File: src/rtl/norm_round_seq.sv
// norm_round_seq: converts the accumulated two's-complement sum of aligned
// partial products back to sign / exponent / mantissa form, relative to the
// shared max_exp. Sequence: absolute value, leading-one normalization,
// round-to-nearest-even, exponent range check. One operation in flight.
// Optional build macro: NORM_LZC_FAST_EN selects a single-cycle normalizer
// (leading-zero count plus barrel shift) instead of the one-bit-per-cycle
// iterative shifter used by default.
module norm_round_seq #(
   parameter int SUM_W     = 19,
   parameter int FRAC_BITS = 13,
   parameter int MAN_W     = 3
) (
   input  logic             i_clk,
   input  logic             i_rst_n,
   input  logic             i_valid,
   output logic             o_ready,
   input  logic [SUM_W-1:0] i_sum,
   input  logic [5:0]       i_max_exp,
   output logic             o_valid,
   input  logic             i_ready,
   output logic             o_sign,
   output logic [5:0]       o_exp,
   output logic [MAN_W-1:0] o_mant,
   output logic             o_of,
   output logic             o_uf
);

   localparam logic [2:0] S_IDLE  = 3'd0;
   localparam logic [2:0] S_ABS   = 3'd1;
   localparam logic [2:0] S_NORM  = 3'd2;
   localparam logic [2:0] S_ROUND = 3'd3;
   localparam logic [2:0] S_DONE  = 3'd4;

   // Exponent of the sum's MSB position relative to max_exp.
   localparam logic signed [7:0] E_OFS = 8'(SUM_W - 1 - FRAC_BITS);
   // Packed range-check result: {sign, of, uf, exp[5:0], mant}.
   localparam int RES_W = 9 + MAN_W;

   // Round-to-nearest-even on the normalized magnitude; returns {carry, m}.
   function automatic logic [MAN_W:0] round_rne(input logic [SUM_W-1:0] mag);
      logic [MAN_W-1:0] m;
      logic             g;
      logic             s;
      logic             up;
      m  = mag[SUM_W-1 -: MAN_W];
      g  = mag[SUM_W-1-MAN_W];
      s  = |mag[SUM_W-2-MAN_W:0];
      up = g & (s | m[0]);
      return {1'b0, m} + {{MAN_W{1'b0}}, up};
   endfunction

   // Exponent range check: saturate on overflow, flush to zero on underflow.
   function automatic logic [RES_W-1:0] range_sat(input logic signed [7:0] e,
                                                  input logic [MAN_W-1:0] m,
                                                  input logic             sign);
      if (e > 8'sd63)
         return {sign, 1'b1, 1'b0, 6'd63, {MAN_W{1'b1}}};
      else if (e < 8'sd1)
         return {1'b0, 1'b0, 1'b1, 6'd0, {MAN_W{1'b0}}};
      else
         return {sign, 1'b0, 1'b0, e[5:0], m};
   endfunction

`ifdef NORM_LZC_FAST_EN
   localparam int LZ_W = $clog2(SUM_W + 1);

   // Leading-zero count; the highest set bit wins as the scan ascends.
   function automatic logic [LZ_W-1:0] lzc(input logic [SUM_W-1:0] v);
      logic [LZ_W-1:0] n;
      n = '0;
      for (int i = 0; i < SUM_W; i++)
         if (v[i]) n = LZ_W'(SUM_W - 1 - i);
      return n;
   endfunction
`endif

   logic [2:0]              state_q, state_d;
   logic [SUM_W-1:0]        sum_q, sum_d;
   logic [5:0]              mexp_q, mexp_d;
   logic                    sign_q, sign_d;
   logic [SUM_W-1:0]        mag_q, mag_d;
   logic signed [7:0]       e_q, e_d;
   logic                    osign_q, osign_d;
   logic [5:0]              oexp_q, oexp_d;
   logic [MAN_W-1:0]        omant_q, omant_d;
   logic                    of_q, of_d;
   logic                    uf_q, uf_d;

   logic [SUM_W-1:0]        abs_mag;
   logic [MAN_W:0]          rnd;
   logic [MAN_W-1:0]        m_rnd;
   logic signed [7:0]       e_rnd;
   logic [RES_W-1:0]        res;

   assign abs_mag = sum_q[SUM_W-1] ? -sum_q : sum_q;
   assign rnd     = round_rne(mag_q);
   assign m_rnd   = rnd[MAN_W] ? {1'b1, {(MAN_W-1){1'b0}}} : rnd[MAN_W-1:0];
   assign e_rnd   = rnd[MAN_W] ? e_q + 8'sd1 : e_q;
   assign res     = range_sat(e_rnd, m_rnd, sign_q);

   // Next-state and datapath update for the IDLE/ABS/NORM/ROUND/DONE sequence.
   always_comb begin
      state_d = state_q;
      sum_d   = sum_q;
      mexp_d  = mexp_q;
      sign_d  = sign_q;
      mag_d   = mag_q;
      e_d     = e_q;
      osign_d = osign_q;
      oexp_d  = oexp_q;
      omant_d = omant_q;
      of_d    = of_q;
      uf_d    = uf_q;
      case (state_q)
         // capture boundary: accept a new sum
         S_IDLE: begin
            if (i_valid) begin
               sum_d   = i_sum;
               mexp_d  = i_max_exp;
               state_d = S_ABS;
            end
         end
         // abs boundary: sign split and starting exponent
         S_ABS: begin
            sign_d = sum_q[SUM_W-1];
            mag_d  = abs_mag;
            e_d    = $signed({2'b00, mexp_q}) + E_OFS;
            if (abs_mag == '0) begin
               osign_d = 1'b0;
               oexp_d  = 6'd0;
               omant_d = '0;
               of_d    = 1'b0;
               uf_d    = 1'b0;
               state_d = S_DONE;
            end else begin
               state_d = S_NORM;
            end
         end
         // normalize boundary: bring the leading one to the MSB
         S_NORM: begin
`ifdef NORM_LZC_FAST_EN
            mag_d   = mag_q << lzc(mag_q);
            e_d     = e_q - $signed({{(8-LZ_W){1'b0}}, lzc(mag_q)});
            state_d = S_ROUND;
`else
            if (mag_q[SUM_W-1]) begin
               state_d = S_ROUND;
            end else begin
               mag_d = mag_q << 1;
               e_d   = e_q - 8'sd1;
            end
`endif
         end
         // round boundary: RNE plus range check into the output registers
         S_ROUND: begin
            {osign_d, of_d, uf_d, oexp_d, omant_d} = res;
            state_d = S_DONE;
         end
         S_DONE: begin
            if (i_ready) state_d = S_IDLE;
         end
         default: state_d = S_IDLE;
      endcase
   end

   // Control state and result registers; reset aborts any operation.
   always_ff @(posedge i_clk) begin
      if (!i_rst_n) begin
         state_q <= S_IDLE;
         osign_q <= 1'b0;
         oexp_q  <= 6'd0;
         omant_q <= '0;
         of_q    <= 1'b0;
         uf_q    <= 1'b0;
      end else begin
         state_q <= state_d;
         osign_q <= osign_d;
         oexp_q  <= oexp_d;
         omant_q <= omant_d;
         of_q    <= of_d;
         uf_q    <= uf_d;
      end
   end

   // Working datapath registers; always rewritten before use, so no reset.
   always_ff @(posedge i_clk) begin
      sum_q  <= sum_d;
      mexp_q <= mexp_d;
      sign_q <= sign_d;
      mag_q  <= mag_d;
      e_q    <= e_d;
   end

   assign o_ready = (state_q == S_IDLE);
   assign o_valid = (state_q == S_DONE);
   assign o_sign  = osign_q;
   assign o_exp   = oexp_q;
   assign o_mant  = omant_q;
   assign o_of    = of_q;
   assign o_uf    = uf_q;

endmodule

File: config.mk
export PLATFORM = sky130hd
export DESIGN_NAME = norm_round_seq
export DESIGN_NICKNAME = d
export VERILOG_FILES = /design/src/rtl/norm_round_seq.sv
export SDC_FILE = /design/constraint.sdc
export NUM_CORES = 1
export LEC_CHECK = 0
export CAP_MARGIN = 0
export CORE_MARGIN = 4
export CORE_UTILIZATION = 30
export CTS_CLUSTER_DIAMETER = 80
export CTS_CLUSTER_SIZE = 28
export DETAILED_ROUTE_END_ITERATION = 6
export GPL_TIMING_DRIVEN = 0
export PLACE_DENSITY = 0.5
export REMOVE_ABC_BUFFERS = 1
export SYNTH_ARGS = -nofsm -noshare
export SYNTH_HDL_FRONTEND = slang
export SYNTH_SLANG_ARGS = --single-unit
File: constraint.sdc
create_clock -name i_clk -period 3.7 [get_ports i_clk]
set_input_delay 0.555 -clock i_clk [delete_from_list [all_inputs] [get_ports i_clk]]
set_output_delay 0.555 -clock i_clk [all_outputs]
set_load 0.05 [all_outputs]
==> results_dict.tcl <==
set metrics [dict create \
    final-hold-violation-count 0 \
    holdBufCountCts 0 \
    critPathSlowestCell "sky130_fd_sc_hd__edfxtp_1" \
    synth-seq-area-share_pct 47.9 \
    worst_setup_slack_post_dpl_ns 0.126 \
    kind_of_end_point_of_the_critical_path "register" \
    worst-endpoint-required_ns 3.92 \
    fin_crit_ns 2.97 \
    dieArea_um2 15100 \
    first_iter_violations 162 \
    worstHoldStart "sign_q" \
    setup_repair_after_global_routing_missed_its_margin "false" \
    nets 466 \
    first_global_vias 3031 \
    hold_class "register to register" \
    port_buffers 42 \
    die_width_um 123 \
    final_core_util_pct 37.7 \
    min_period_over_period_pct 80.4 \
    drt_pre_antenna_iters 4 \
    n_antenna_cell 0 \
    clock_latency_ns 0.33 \
    crit_path_cell_trace "inv_1, nor4b_1, a211oi_1, nand4_1, nor4_4, buf_12, o311a_1" \
    wirelength_um 9020 \
    vias 3151 \
    number_of_enable_type_register_cells_in_the_synthesized_netlist 53 \
    route.detailed.wl_per_inst_um 14.8 \
    worstReg2RegEnd "state_q[2]" \
    clock_sink_count 68 \
    regToRegSetupSlack_ns 0.73 \
    row_count 41 \
    number_of_design_rule_violations_left_after_detail_routing 0 \
    power.density_cell_area_nw_per_um2 446 \
    cp_data_arrival_time_ns 3.20 \
    worst_case_vdd_ir_drop_mv 0.266 \
    max_slew_margin_pct 21.8 \
    yosys_register_bits 68 \
    final-setup-viol-count 0 \
    antenna_violating_nets_post_route 0 \
    clock_tree_from_tritoncts "built" \
    core_um2 12800 \
    netlist_area_um2 3950 \
    root_buffer "sky130_fd_sc_hd__clkbuf_16" \
    detailed_place_hpwl_um 6310 \
    grt_antenna_before_repair 0 \
    grt_first_pass_wirelength_um 15000 \
    post_synth_inst_count 398 \
    static_power_due_to_leakage_uw 0.00162 \
    instances_no_fill 609 \
    run_status "finished, final reports clean" \
    worst_r2r_startpoint "sum_q[18]" \
    layout_setup_ws_ns 0.726 \
    post_synth.cell_area_avg_um2 9.92 \
    h_tree_depth 3 \
    dp.cells 585 \
    setup.worst_path.start_class "register" \
    grt_start_max_net_pins 46 \
    worstRegToRegCells 7 \
    worst_slew_pin_slew_ns 1.17 \
    yosys.cell_types.count 56 \
    drv_slew 0 \
    cts-resized-gates 0 \
    dominantRegCellSynth "sky130_fd_sc_hd__edfxtp_1" \
    globalRouteTotalUtil_pct 12.9 \
    clkTransAtPathRegs_ns 0.05 \
    floorplan.initialDensity_pct 30.9 \
    critPathKind "register to register" \
    drv_cap 0 \
    post_route_cells_drive_above_1_share_pct 8.70 \
    fmax_mhz 336 \
    vias_per_cell 5.17 \
    crit_path_max_incr_delay_ns 0.96 \
    critical_path.max_fanout 30 \
    io_pins 43 \
    hold-path-endpoint "o_sign" \
    cell_count_of_the_worst_hold_path 2 \
    grt_overflow_total 0 \
    cts_max_path_buffers 2 \
    gpl.final_weighted_congestion 0.808 \
    area_growth_pct 21.9 \
    final.setup_skew_ns 0.00605 \
    die_h_um 123 \
    ys_warn_count 0 \
    synth_async_reset_ratio_pct 0 \
    postCtsSetupRepairBufs 0 \
    tritoncts.num_buffers 9 \
]
## worst max-delay path by stage
stage,startpoint,slack (ns),cells after the start,endpoint
final,sum_q[18],0.73,7,state_q[2]
after global routing,i_rst_n,0.50,6,o_mant[0]
after CTS,sum_q[3],0.12,6,o_of
after detailed placement,sum_q[3],0.13,6,o_of
after global placement,state_q[1],-0.76,2,e_q[5]
after floorplan,state_q[1],0.51,2,e_q[0]
## layout make-up
| type | instances | area, um^2 |
|---|---|---|
| Tap cell | 172 | 215 |
| Inverter | 12 | 45.0 |
| Multi-Input combinational cell | 290 | 1900 |
| Timing Repair Buffer | 51 | 508 |
| Sequential cell | 68 | 1890 |
| Fill cell | 1273 | 7960 |
| Clock inverter | 4 | 16.3 |
| Clock buffer | 12 | 236 |
## cell usage in the layout, fill, tap and decap left out, drive strengths merged, types with 2 or more instances in the layout
cell / n
mux2i: 5
o21ai: 28
buf: 9
nand3b: 14
a211oi: 3
o41ai: 4
a21o: 2
clkinv: 5
and2: 3
a21oi: 38
o2111ai: 2
nand3: 12
a41oi: 2
o31ai: 2
or3: 6
xor2: 16
and3: 3
nand2b: 6
edfxtp: 53
o211ai: 4
o22ai: 2
a32oi: 4
o32ai: 3
inv: 11
or4: 3
clkbuf: 12
o311ai: 4
and4: 3
nor2: 21
xnor2: 12
ha: 5
clkdlybuf4s50: 42
nand4: 8
nor3: 13
nor4: 12
a31oi: 7
nor3b: 2
nor2b: 2
nand2: 32
dfxtp: 15
## metrics by stage
stage | setup TNS, ns | cell area (um^2) | total power (uW) | hold slack, ns
2_1_floorplan | 0 | 3830 | 1280 | 0.433
3_3_place_gp | -19.83 | 4460 | 1410 | 0.456
3_5_place_dp | 0 | 4480 | 1420 | 0.457
4_1_cts | 0 | 4740 | 2180 | 0.469
5_1_grt | 0 | 4810 | 2270 | 0.508
6_report | 0 | 4810 | 2150 | 0.465
## critical path, delay by kind of cell (launching register included)
| kind | cells | cell delay, ns |
|---|---|---|
| buffers and inverters | 2 | 0.53 |
| AND/OR/NAND/NOR | 3 | 0.88 |
| flip-flops | 1 | 0.96 |
| AO/OA/AOI/OAI | 2 | 0.47 |
## where the power goes
part	total (uW)	switching [uW]	internal, uW	leakage, uW
sequential	1020	92.4	931	0.000622
clock	740	295	445	0.000123
combinational	384	226	158	0.000875
## Yosys cell counts, types with 4 or more instances
cell,instances,area [um^2]
sky130_fd_sc_hd__edfxtp_1,53,1590
sky130_fd_sc_hd__a21oi_1,37,185
sky130_fd_sc_hd__nand2_1,32,120
sky130_fd_sc_hd__clkbuf_1,23,86.3
sky130_fd_sc_hd__nand3b_1,14,105
sky130_fd_sc_hd__or3_1,6,37.5
sky130_fd_sc_hd__nor4_1,11,68.8
sky130_fd_sc_hd__nor3_1,13,65.1
sky130_fd_sc_hd__o21ai_2,9,78.8
sky130_fd_sc_hd__a31oi_1,7,43.8
sky130_fd_sc_hd__dfxtp_1,15,300
sky130_fd_sc_hd__nand3_1,12,60.1
sky130_fd_sc_hd__xor2_1,16,140
sky130_fd_sc_hd__xnor2_1,12,105
sky130_fd_sc_hd__o211ai_1,4,30.0
sky130_fd_sc_hd__nand4_1,7,43.8
sky130_fd_sc_hd__nor2_1,21,78.8
sky130_fd_sc_hd__mux2i_1,5,50.1
sky130_fd_sc_hd__ha_1,5,62.6
sky130_fd_sc_hd__o21ai_0,19,95.1
sky130_fd_sc_hd__nand2b_1,6,37.5
sky130_fd_sc_hd__inv_1,11,41.3
sky130_fd_sc_hd__a32oi_1,4,35.0
## metal layers
| layer | vias up | track usage, % | part of all wire (%) |
|---|---|---|---|
| met5 | - | 0 | 0 |
| met4 | 0 | 4.20 | 1.4 |
| met3 | 10 | 4.24 | 4.0 |
| met2 | 59 | 21.3 | 49 |
| met1 | 1491 | 15.8 | 45 |
| li1 | 1591 | - | - |
## flip-flops by register name (all words and copies together) (netlist names)
register and count:
sum_q 19, o_of 1, o_sign 1, mexp_q 6, state_q 3, o_mant 3
e_q 8, o_exp 6, o_uf 1, sign_q 1, mag_q 19
## kinds of logic after synthesis
kind of cell	share of synthesized area, %
XOR/XNOR	6.21
buffers and inverters	4.22
AO/OA/AOI/OAI	18.6
multiplexers	1.27
flip-flops	47.9
adder cells (fa/ha/maj)	1.58
AND/OR/NAND/NOR	20.2
Power figures use the tool's default switching activity.
